<file path="src/rtl/string_job_sequencer.sv">
// Job sequencer for the string engine: buffers A/B operand words, issues one
// engine operation per word pair and queues the engine results for software.
module string_job_sequencer #(
  parameter int unsigned DEPTH   = 16,
  parameter int unsigned TIMEOUT = 255
) (
  input  logic                     clk,
  input  logic                     reset,
  input  logic                     load_a,
  input  logic                     load_b,
  input  logic [31:0]              wdata,
  input  logic                     start,
  input  logic [$clog2(DEPTH):0]   num_words,
  input  logic [2:0]               char_len,
  input  logic                     clr_done,
  output logic                     busy,
  output logic                     done,
  output logic [1:0]               err_code,
  output logic [$clog2(DEPTH):0]   a_count,
  output logic [$clog2(DEPTH):0]   b_count,
  output logic [$clog2(DEPTH):0]   res_count,
  input  logic                     res_pop,
  output logic [31:0]              res_data,
  output logic                     eng_go,
  output logic [31:0]              eng_a,
  output logic [31:0]              eng_b,
  output logic [2:0]               eng_index,
  output logic [2:0]               eng_length,
  input  logic                     eng_done,
  input  logic [31:0]              eng_result
);

  localparam int unsigned AW = $clog2(DEPTH);
  localparam int unsigned CW = AW + 1;
  localparam int unsigned TW = 8;

  typedef enum logic [2:0] {IDLE, ISSUE, WAIT, STORE, FINISH} state_t;

  state_t        state;
  logic [31:0]   a_mem [DEPTH];
  logic [31:0]   b_mem [DEPTH];
  logic [31:0]   r_mem [DEPTH];
  logic [AW-1:0] a_rd, a_wr, b_rd, b_wr, r_rd, r_wr;
  logic [CW-1:0] remaining;
  logic [2:0]    index;
  logic [TW-1:0] timer;
  logic [31:0]   res_hold;

  logic          start_ok, accept, reject, issue_entry, timeout_hit;
  logic          a_pop, b_pop, a_push, b_push, r_push, r_pop;
  logic          a_ovf, b_ovf, r_ovf;
  logic [1:0]    err_next;

  // Handshake decode shared by the FSM and the FIFO bookkeeping.
  always_comb begin
    start_ok    = (num_words <= a_count) && (num_words <= b_count) &&
                  (num_words <= (CW'(DEPTH) - res_count));
    accept      = (state == IDLE) && start && (num_words != '0) && start_ok;
    reject      = (state == IDLE) && start && (num_words != '0) && !start_ok;
    issue_entry = accept || ((state == STORE) && (remaining != CW'(1)));
    a_pop       = issue_entry && (a_count != '0);
    b_pop       = issue_entry && (b_count != '0);
    a_push      = load_a && ((a_count != CW'(DEPTH)) || a_pop);
    b_push      = load_b && ((b_count != CW'(DEPTH)) || b_pop);
    r_pop       = res_pop && (res_count != '0);
    r_push      = (state == STORE) && ((res_count != CW'(DEPTH)) || r_pop);
    a_ovf       = load_a && !a_push;
    b_ovf       = load_b && !b_push;
    r_ovf       = (state == STORE) && !r_push;
    timeout_hit = (state == WAIT) && !eng_done && (timer == TW'(TIMEOUT));
    err_next    = 2'd0;
    if (timeout_hit)                err_next = 2'd3;
    else if (a_ovf || b_ovf || r_ovf) err_next = 2'd2;
    else if (reject)                err_next = 2'd1;
  end

  assign res_data = (res_count != '0) ? r_mem[r_rd] : 32'd0;

  // FIFO storage; contents are don't-care once the pointers are reset.
  always_ff @(posedge clk) begin
    if (a_push) a_mem[a_wr] <= wdata;
    if (b_push) b_mem[b_wr] <= wdata;
    if (r_push) r_mem[r_wr] <= res_hold;
  end

  always_ff @(posedge clk or posedge reset) begin
    if (reset) begin
      a_rd <= '0; a_wr <= '0; a_count   <= '0;
      b_rd <= '0; b_wr <= '0; b_count   <= '0;
      r_rd <= '0; r_wr <= '0; res_count <= '0;
    end else begin
      if (a_push) a_wr <= a_wr + AW'(1);
      if (a_pop)  a_rd <= a_rd + AW'(1);
      if (a_push && !a_pop)      a_count <= a_count + CW'(1);
      else if (!a_push && a_pop) a_count <= a_count - CW'(1);
      if (b_push) b_wr <= b_wr + AW'(1);
      if (b_pop)  b_rd <= b_rd + AW'(1);
      if (b_push && !b_pop)      b_count <= b_count + CW'(1);
      else if (!b_push && b_pop) b_count <= b_count - CW'(1);
      if (r_push) r_wr <= r_wr + AW'(1);
      if (r_pop)  r_rd <= r_rd + AW'(1);
      if (r_push && !r_pop)      res_count <= res_count + CW'(1);
      else if (!r_push && r_pop) res_count <= res_count - CW'(1);
    end
  end

  // Sequencer FSM; operands and eng_go are loaded on the edge entering ISSUE
  // so the engine sees them for the whole ISSUE cycle.
  always_ff @(posedge clk or posedge reset) begin
    if (reset) begin
      state      <= IDLE;
      busy       <= 1'b0;
      done       <= 1'b0;
      err_code   <= 2'd0;
      eng_go     <= 1'b0;
      eng_a      <= 32'd0;
      eng_b      <= 32'd0;
      eng_index  <= 3'd0;
      eng_length <= 3'd0;
      remaining  <= '0;
      index      <= 3'd0;
      timer      <= '0;
      res_hold   <= 32'd0;
    end else begin
      eng_go <= 1'b0;
      if (clr_done) begin
        done     <= 1'b0;
        err_code <= 2'd0;
      end
      case (state)
        IDLE: begin
          if (start && (num_words == '0)) begin
            done     <= 1'b1;
            err_code <= 2'd0;
          end else if (accept) begin
            done       <= 1'b0;
            err_code   <= 2'd0;
            busy       <= 1'b1;
            remaining  <= num_words;
            eng_length <= char_len;
            index      <= 3'd0;
            eng_index  <= 3'd0;
            eng_go     <= 1'b1;
            eng_a      <= a_mem[a_rd];
            eng_b      <= b_mem[b_rd];
            state      <= ISSUE;
          end
        end
        ISSUE: begin
          timer <= '0;
          state <= WAIT;
        end
        WAIT: begin
          if (eng_done) begin
            res_hold <= eng_result;
            state    <= STORE;
          end else if (timeout_hit) begin
            state <= FINISH;
          end else begin
            timer <= timer + TW'(1);
          end
        end
        STORE: begin
          remaining <= remaining - CW'(1);
          index     <= index + 3'd1;
          if (remaining == CW'(1)) begin
            state <= FINISH;
          end else begin
            eng_go    <= 1'b1;
            eng_a     <= a_mem[a_rd];
            eng_b     <= b_mem[b_rd];
            eng_index <= index + 3'd1;
            state     <= ISSUE;
          end
        end
        FINISH: begin
          busy  <= 1'b0;
          done  <= 1'b1;
          state <= IDLE;
        end
        default: state <= IDLE;
      endcase
      if (err_next != 2'd0) err_code <= err_next;
    end
  end

endmodule

</file>
<file path="config.mk">
export PLATFORM = sky130hd
export DESIGN_NAME = string_job_sequencer
export DESIGN_NICKNAME = d
export VERILOG_FILES = /design/src/rtl/string_job_sequencer.sv
export SDC_FILE = /design/constraint.sdc
export NUM_CORES = 2
export LEC_CHECK = 0
export BUFFER_PORTS_ARGS = -buffer_cell sky130_fd_sc_hd__buf_2
export CELL_PAD_IN_SITES_DETAIL_PLACEMENT = 0
export CELL_PAD_IN_SITES_GLOBAL_PLACEMENT = 1
export CORE_MARGIN = 5
export CORE_UTILIZATION = 43
export CTS_BUF_LIST = sky130_fd_sc_hd__clkbuf_4 sky130_fd_sc_hd__clkbuf_8 sky130_fd_sc_hd__clkbuf_16
export DETAILED_ROUTE_END_ITERATION = 10
export MAX_ROUTING_LAYER = met4
export PLACE_DENSITY = 0.64
export SLEW_MARGIN = 0
export SYNTH_ARGS = -nofsm -noshare
export SYNTH_HDL_FRONTEND = slang
export SYNTH_SLANG_ARGS = --single-unit
</file>
<file path="constraint.sdc">
create_clock -name clk -period 6.5 [get_ports clk]
set_input_delay 0.325 -clock clk [delete_from_list [all_inputs] [get_ports clk]]
set_output_delay 0.325 -clock clk [all_outputs]
set_load 0.01 [all_outputs]
</file>
==> flow_summary.html <==
<table>
<tr><th>Metric</th><th>Value</th></tr>
<tr><th colspan="2">Worst setup path</th></tr>
<tr><td>Data arrival time of the worst path</td><td>5.44 ns</td></tr>
<tr><td>Flop-to-flop setup slack</td><td>1.72 ns</td></tr>
<tr><td>Most frequent cell on the critical path</td><td>sky130_fd_sc_hd__ha_1</td></tr>
<tr><td>Highest cell delay on the worst timing path</td><td>0.48 ns</td></tr>
<tr><td>RR Startpoint</td><td>res_count[0]</td></tr>
<tr><td>Biggest fanout along the worst timing path</td><td>30</td></tr>
<tr><td>Ordered list of cells on the worst path</td><td>inv_1 -&gt; ha_1 -&gt; nor3b_1 -&gt; ha_2 -&gt; ha_1 -&gt; a21boi_1 -&gt; o32a_1 -&gt; nor3_2 -&gt; buf_4 -&gt; a21oi_4 -&gt; buf_4 -&gt; or2_2 -&gt; ha_1 -&gt; inv_1 -&gt; ha_1 -&gt; a21o_1 -&gt; a21oi_1 -&gt; xnor2_1 -&gt; nor2_1 -&gt; xnor2_1</td></tr>
<tr><td>Type of element launching the critical path</td><td>flip-flop</td></tr>
<tr><td>End point of the critical path</td><td>a_count[4]</td></tr>
<tr><td>Critical Setup Path Class</td><td>reg -&gt; reg</td></tr>
<tr><td>Worst path slowest cell</td><td>sky130_fd_sc_hd__dfrtp_1</td></tr>
<tr><td>Startpoint of the most critical setup path</td><td>res_count[0]</td></tr>
<tr><td>Worst r2r dst</td><td>a_count[4]</td></tr>
<tr><td>Crit end category</td><td>flip-flop</td></tr>
<tr><td>Count of cells along the worst register-to-register path</td><td>20</td></tr>
<tr><td>Data required, critical path</td><td>7.16 ns</td></tr>
<tr><th colspan="2">Layout</th></tr>
<tr><td>Nets</td><td>3391</td></tr>
<tr><td>Area overhead of the layout relative to synthesis</td><td>15.67%</td></tr>
<tr><td>Share of layout cells above drive strength 1</td><td>0.3617</td></tr>
<tr><th colspan="2">Global route</th></tr>
<tr><td>GR Overflow Total</td><td>0</td></tr>
<tr><td>Pin count of the biggest net entering global routing</td><td>97</td></tr>
<tr><td>Overall routing resource usage</td><td>0.1911</td></tr>
<tr><td>Number of antenna violations at the first check in global routing</td><td>6</td></tr>
<tr><td>First-pass GRT wire length</td><td>221100 um</td></tr>
<tr><td>Via count of the first global-routing pass</td><td>32370</td></tr>
<tr><th colspan="2">Run</th></tr>
<tr><td>Number of violations of the max-capacitance limit</td><td>0</td></tr>
<tr><th colspan="2">Die</th></tr>
<tr><td>Floorplan die width</td><td>402.1 um</td></tr>
<tr><td>Area inside the core boundary</td><td>152400 um^2</td></tr>
<tr><td>Area enclosed by the die boundary</td><td>161700 um^2</td></tr>
<tr><td>Y dimension of the die</td><td>402.1 um</td></tr>
<tr><td>Initial core utilization</td><td>0.4336</td></tr>
<tr><td>Total I/O pin count</td><td>202</td></tr>
<tr><td>FP Rows</td><td>143</td></tr>
<tr><th colspan="2">CTS</th></tr>
<tr><td>Total clock sinks</td><td>1701</td></tr>
<tr><td>Clock tree root driver cell</td><td>sky130_fd_sc_hd__clkbuf_16</td></tr>
<tr><td>Clock Pin Slew Worst Setup and Hold Paths</td><td>0.06 ns</td></tr>
<tr><td>CTS tree</td><td>built</td></tr>
<tr><td>Worst-case clock buffer depth</td><td>3</td></tr>
<tr><td>Worst-Skew Late Latency</td><td>0.80 ns</td></tr>
<tr><td>Clock buffer count from CTS</td><td>174</td></tr>
<tr><td>Depth of the CTS H-tree</td><td>4</td></tr>
<tr><th colspan="2">Route</th></tr>
<tr><td>Wirelength, routed</td><td>150100 um</td></tr>
<tr><td>Number of antenna-violating nets in the routed design</td><td>0</td></tr>
<tr><td>Total via count after detailed routing</td><td>30570</td></tr>
<tr><td>First-pass detailed-route iteration total</td><td>5</td></tr>
<tr><td>Average vias per placed instance</td><td>5.618</td></tr>
<tr><td>Routed wire length per instance</td><td>27.58 um</td></tr>
<tr><td>Count of routing violations after the opening detailed-route iteration</td><td>2522</td></tr>
<tr><td>Number of remaining DRC errors</td><td>0</td></tr>
<tr><th colspan="2">Status</th></tr>
<tr><td>Status</td><td>complete, no violations</td></tr>
<tr><th colspan="2">Timing</th></tr>
<tr><td>Measured slew at the worst slew-check pin</td><td>1.281 ns</td></tr>
<tr><td>Number of setup violations in the final report</td><td>0</td></tr>
<tr><td>RSZ-0062 raised after global routing</td><td>false</td></tr>
<tr><td>Final TNS setup</td><td>0 ns</td></tr>
<tr><td>Crit share post-route</td><td>0.7356</td></tr>
<tr><td>Hold slack final</td><td>0.06750 ns</td></tr>
<tr><td>Final-report hold violation count</td><td>0</td></tr>
<tr><td>Max Transition Viols Final</td><td>0</td></tr>
<tr><td>Post-layout minimum cycle time</td><td>4.782 ns</td></tr>
<tr><td>Worst max-slew margin expressed relative to the limit</td><td>0.1440</td></tr>
<tr><td>Final clock skew</td><td>0.03212 ns</td></tr>
<tr><td>Upper clock frequency limit</td><td>209.1 MHz</td></tr>
<tr><th colspan="2">Min path</th></tr>
<tr><td>Number of stages on the worst hold path</td><td>1</td></tr>
<tr><td>Class of the most critical hold timing path</td><td>in -&gt; reg</td></tr>
<tr><th colspan="2">Yosys</th></tr>
<tr><td>Synth Instances</td><td>2906</td></tr>
<tr><td>Share of Yosys cell area claimed by the top area cell type</td><td>0.6977</td></tr>
<tr><td>Net count after synthesis</td><td>3039</td></tr>
<tr><td>Asr flop ratio synth</td><td>0.09700</td></tr>
<tr><td>Syn avg cell area</td><td>22.75 um^2</td></tr>
<tr><td>Number of enable flip-flop cells after synthesis</td><td>1536</td></tr>
<tr><td>Synthesis warning total</td><td>0</td></tr>
<tr><td>Sequential area share after synthesis</td><td>0.7602</td></tr>
<tr><td>Prevailing post-synth register cell</td><td>sky130_fd_sc_hd__edfxtp_1</td></tr>
<tr><td>Cell taking the most area after synthesis</td><td>sky130_fd_sc_hd__edfxtp_1</td></tr>
<tr><td>Number of different library cells in the post-synthesis netlist</td><td>61</td></tr>
<tr><td>Dominant cells by area after synthesis</td><td>sky130_fd_sc_hd__edfxtp_1 (70%), sky130_fd_sc_hd__mux4_2 (16%), sky130_fd_sc_hd__dfrtp_1 (6.2%), sky130_fd_sc_hd__mux2_2 (1.7%), sky130_fd_sc_hd__ha_1 (0.95%)</td></tr>
<tr><td>Post-synthesis instance area</td><td>66110 um^2</td></tr>
<tr><td>Synth top cells by count</td><td>sky130_fd_sc_hd__edfxtp_1 (1536), sky130_fd_sc_hd__mux4_2 (480), sky130_fd_sc_hd__dfrtp_1 (165)</td></tr>
<tr><td>Flop and latch count out of synthesis</td><td>1701</td></tr>
<tr><td>Most common cell in the synthesized netlist</td><td>sky130_fd_sc_hd__edfxtp_1</td></tr>
<tr><th colspan="2">Placement</th></tr>
<tr><td>IO buf count</td><td>201</td></tr>
<tr><td>Global placement routability congestion</td><td>0.7602</td></tr>
<tr><td>Dpl hpwl</td><td>82260 um</td></tr>
<tr><th colspan="2">Pwr</th></tr>
<tr><td>Leakage power</td><td>25.16 nW</td></tr>
<tr><td>Power per cell area</td><td>450.6 nW/um^2</td></tr>
<tr><td>Max IR drop VDD</td><td>0.3104 mV</td></tr>
</table>
-- how the worst min path moves through the flow --
stage                  start  slack (ns)            end
2_1_floorplan       wdata[0]        0.42    a_mem[0][0]
3_3_place_gp   eng_length[0]        0.46  eng_length[0]
3_5_place_dp            busy        0.47           busy
4_1_cts            wdata[14]      0.0002   b_mem[4][14]
5_1_grt             wdata[9]        0.03   b_mem[10][9]
6_report           wdata[20]        0.07  b_mem[10][20]
-- worst max-delay path, delay by kind of cell, from the launching register on --
family / cells / cell delay (ns)
flops: 1 / 0.48
compound gates: 5 / 0.94
simple gates: 4 / 0.84
fa+ha+maj: 5 / 1.35
buf+inv: 4 / 0.80
xor+xnor: 2 / 0.25
-- through the flow --
stage / instances / util / setup slack, ns / area (um^2) / power, mW
2_1_floorplan: 2906 / - / 0.07240 / 66110 / 21.43
3_3_place_gp: 5054 / 0.4585 / 1.811 / 69890 / 24.37
3_5_place_dp: 5054 / 0.4585 / 1.709 / 69890 / 24.65
4_1_cts: 5436 / 0.5015 / 1.674 / 76450 / 34.96
5_1_grt: 5440 / 0.5016 / 1.408 / 76460 / 36.08
6_report: 5442 / 0.5016 / 1.718 / 76460 / 34.46
-- layout by cell type, fill, tap and decap left out, types with 15 or more instances in the layout --
cell type	instances
sky130_fd_sc_hd__edfxtp_1	1536
sky130_fd_sc_hd__mux4_2	480
sky130_fd_sc_hd__buf_2	201
sky130_fd_sc_hd__clkbuf_16	176
sky130_fd_sc_hd__dfrtp_1	154
sky130_fd_sc_hd__mux2_2	98
sky130_fd_sc_hd__buf_4	61
sky130_fd_sc_hd__dlygate4sd3_1	58
sky130_fd_sc_hd__clkbuf_4	55
sky130_fd_sc_hd__ha_1	49
sky130_fd_sc_hd__nand2_1	48
sky130_fd_sc_hd__inv_1	39
sky130_fd_sc_hd__nor2_1	35
sky130_fd_sc_hd__nor2b_1	35
sky130_fd_sc_hd__clkinv_2	30
sky130_fd_sc_hd__xnor2_1	25
sky130_fd_sc_hd__a21oi_1	23
sky130_fd_sc_hd__o21ai_0	21
sky130_fd_sc_hd__nor3_2	20
sky130_fd_sc_hd__clkbuf_8	18
sky130_fd_sc_hd__nand3_1	16
sky130_fd_sc_hd__clkinv_1	15
-- power by group --
part / internal, mW / switching [mW] / total (mW)
combinational: 4.63 / 4.44 / 9.07
sequential: 13.7 / 1.47 / 15.2
clock: 6.03 / 4.18 / 10.2
total: 24.4 / 10.1 / 34.5
-- registers in the layout (all words and copies together), names as in the netlist, 5 cells and up --
signal / flops
a_count: 5
a_mem: 512
b_count: 5
b_mem: 512
eng_a: 32
eng_b: 32
r_mem: 512
remaining: 5
res_count: 5
res_hold: 32
timer: 8
-- logic make-up after synthesis --
group | after synthesis | synth area share
AO/OA/AOI/OAI | 98 | 0.01007
XOR/XNOR | 33 | 0.004372
adder cells (fa/ha/maj) | 53 | 0.01037
buffers and inverters | 194 | 0.01380
flip-flops | 1701 | 0.7602
multiplexers | 587 | 0.1817
AND/OR/NAND/NOR | 240 | 0.01948
-- routing by layer --
metal  GRT usage  up-vias  wire length (um)
li1            -    12910                 -
met1      0.2456    16530             60880
met2      0.3207      887             77950
met3     0.03271      247              8068
met4     0.04718        0              3206
met5           -        -                 0
-- layout make-up --
cell class	count	area, um^2
Antenna cell	6	15.01
Clock buffer	249	5065
Fill cell	12090	75980
Inverter	40	157.7
Clock inverter	75	910.9
Multi-Input combinational cell	1011	15250
Sequential cell	1701	50280
Tap cell	2030	2540
Timing Repair Buffer	330	2245
-- timing repair --
item	CTS	global route
gates resized for setup	0	0
buffers inserted	0	0
hold buffers	58	0
hold endpoints to repair	273	0
Note: power is estimated with default switching activity, not from simulation.
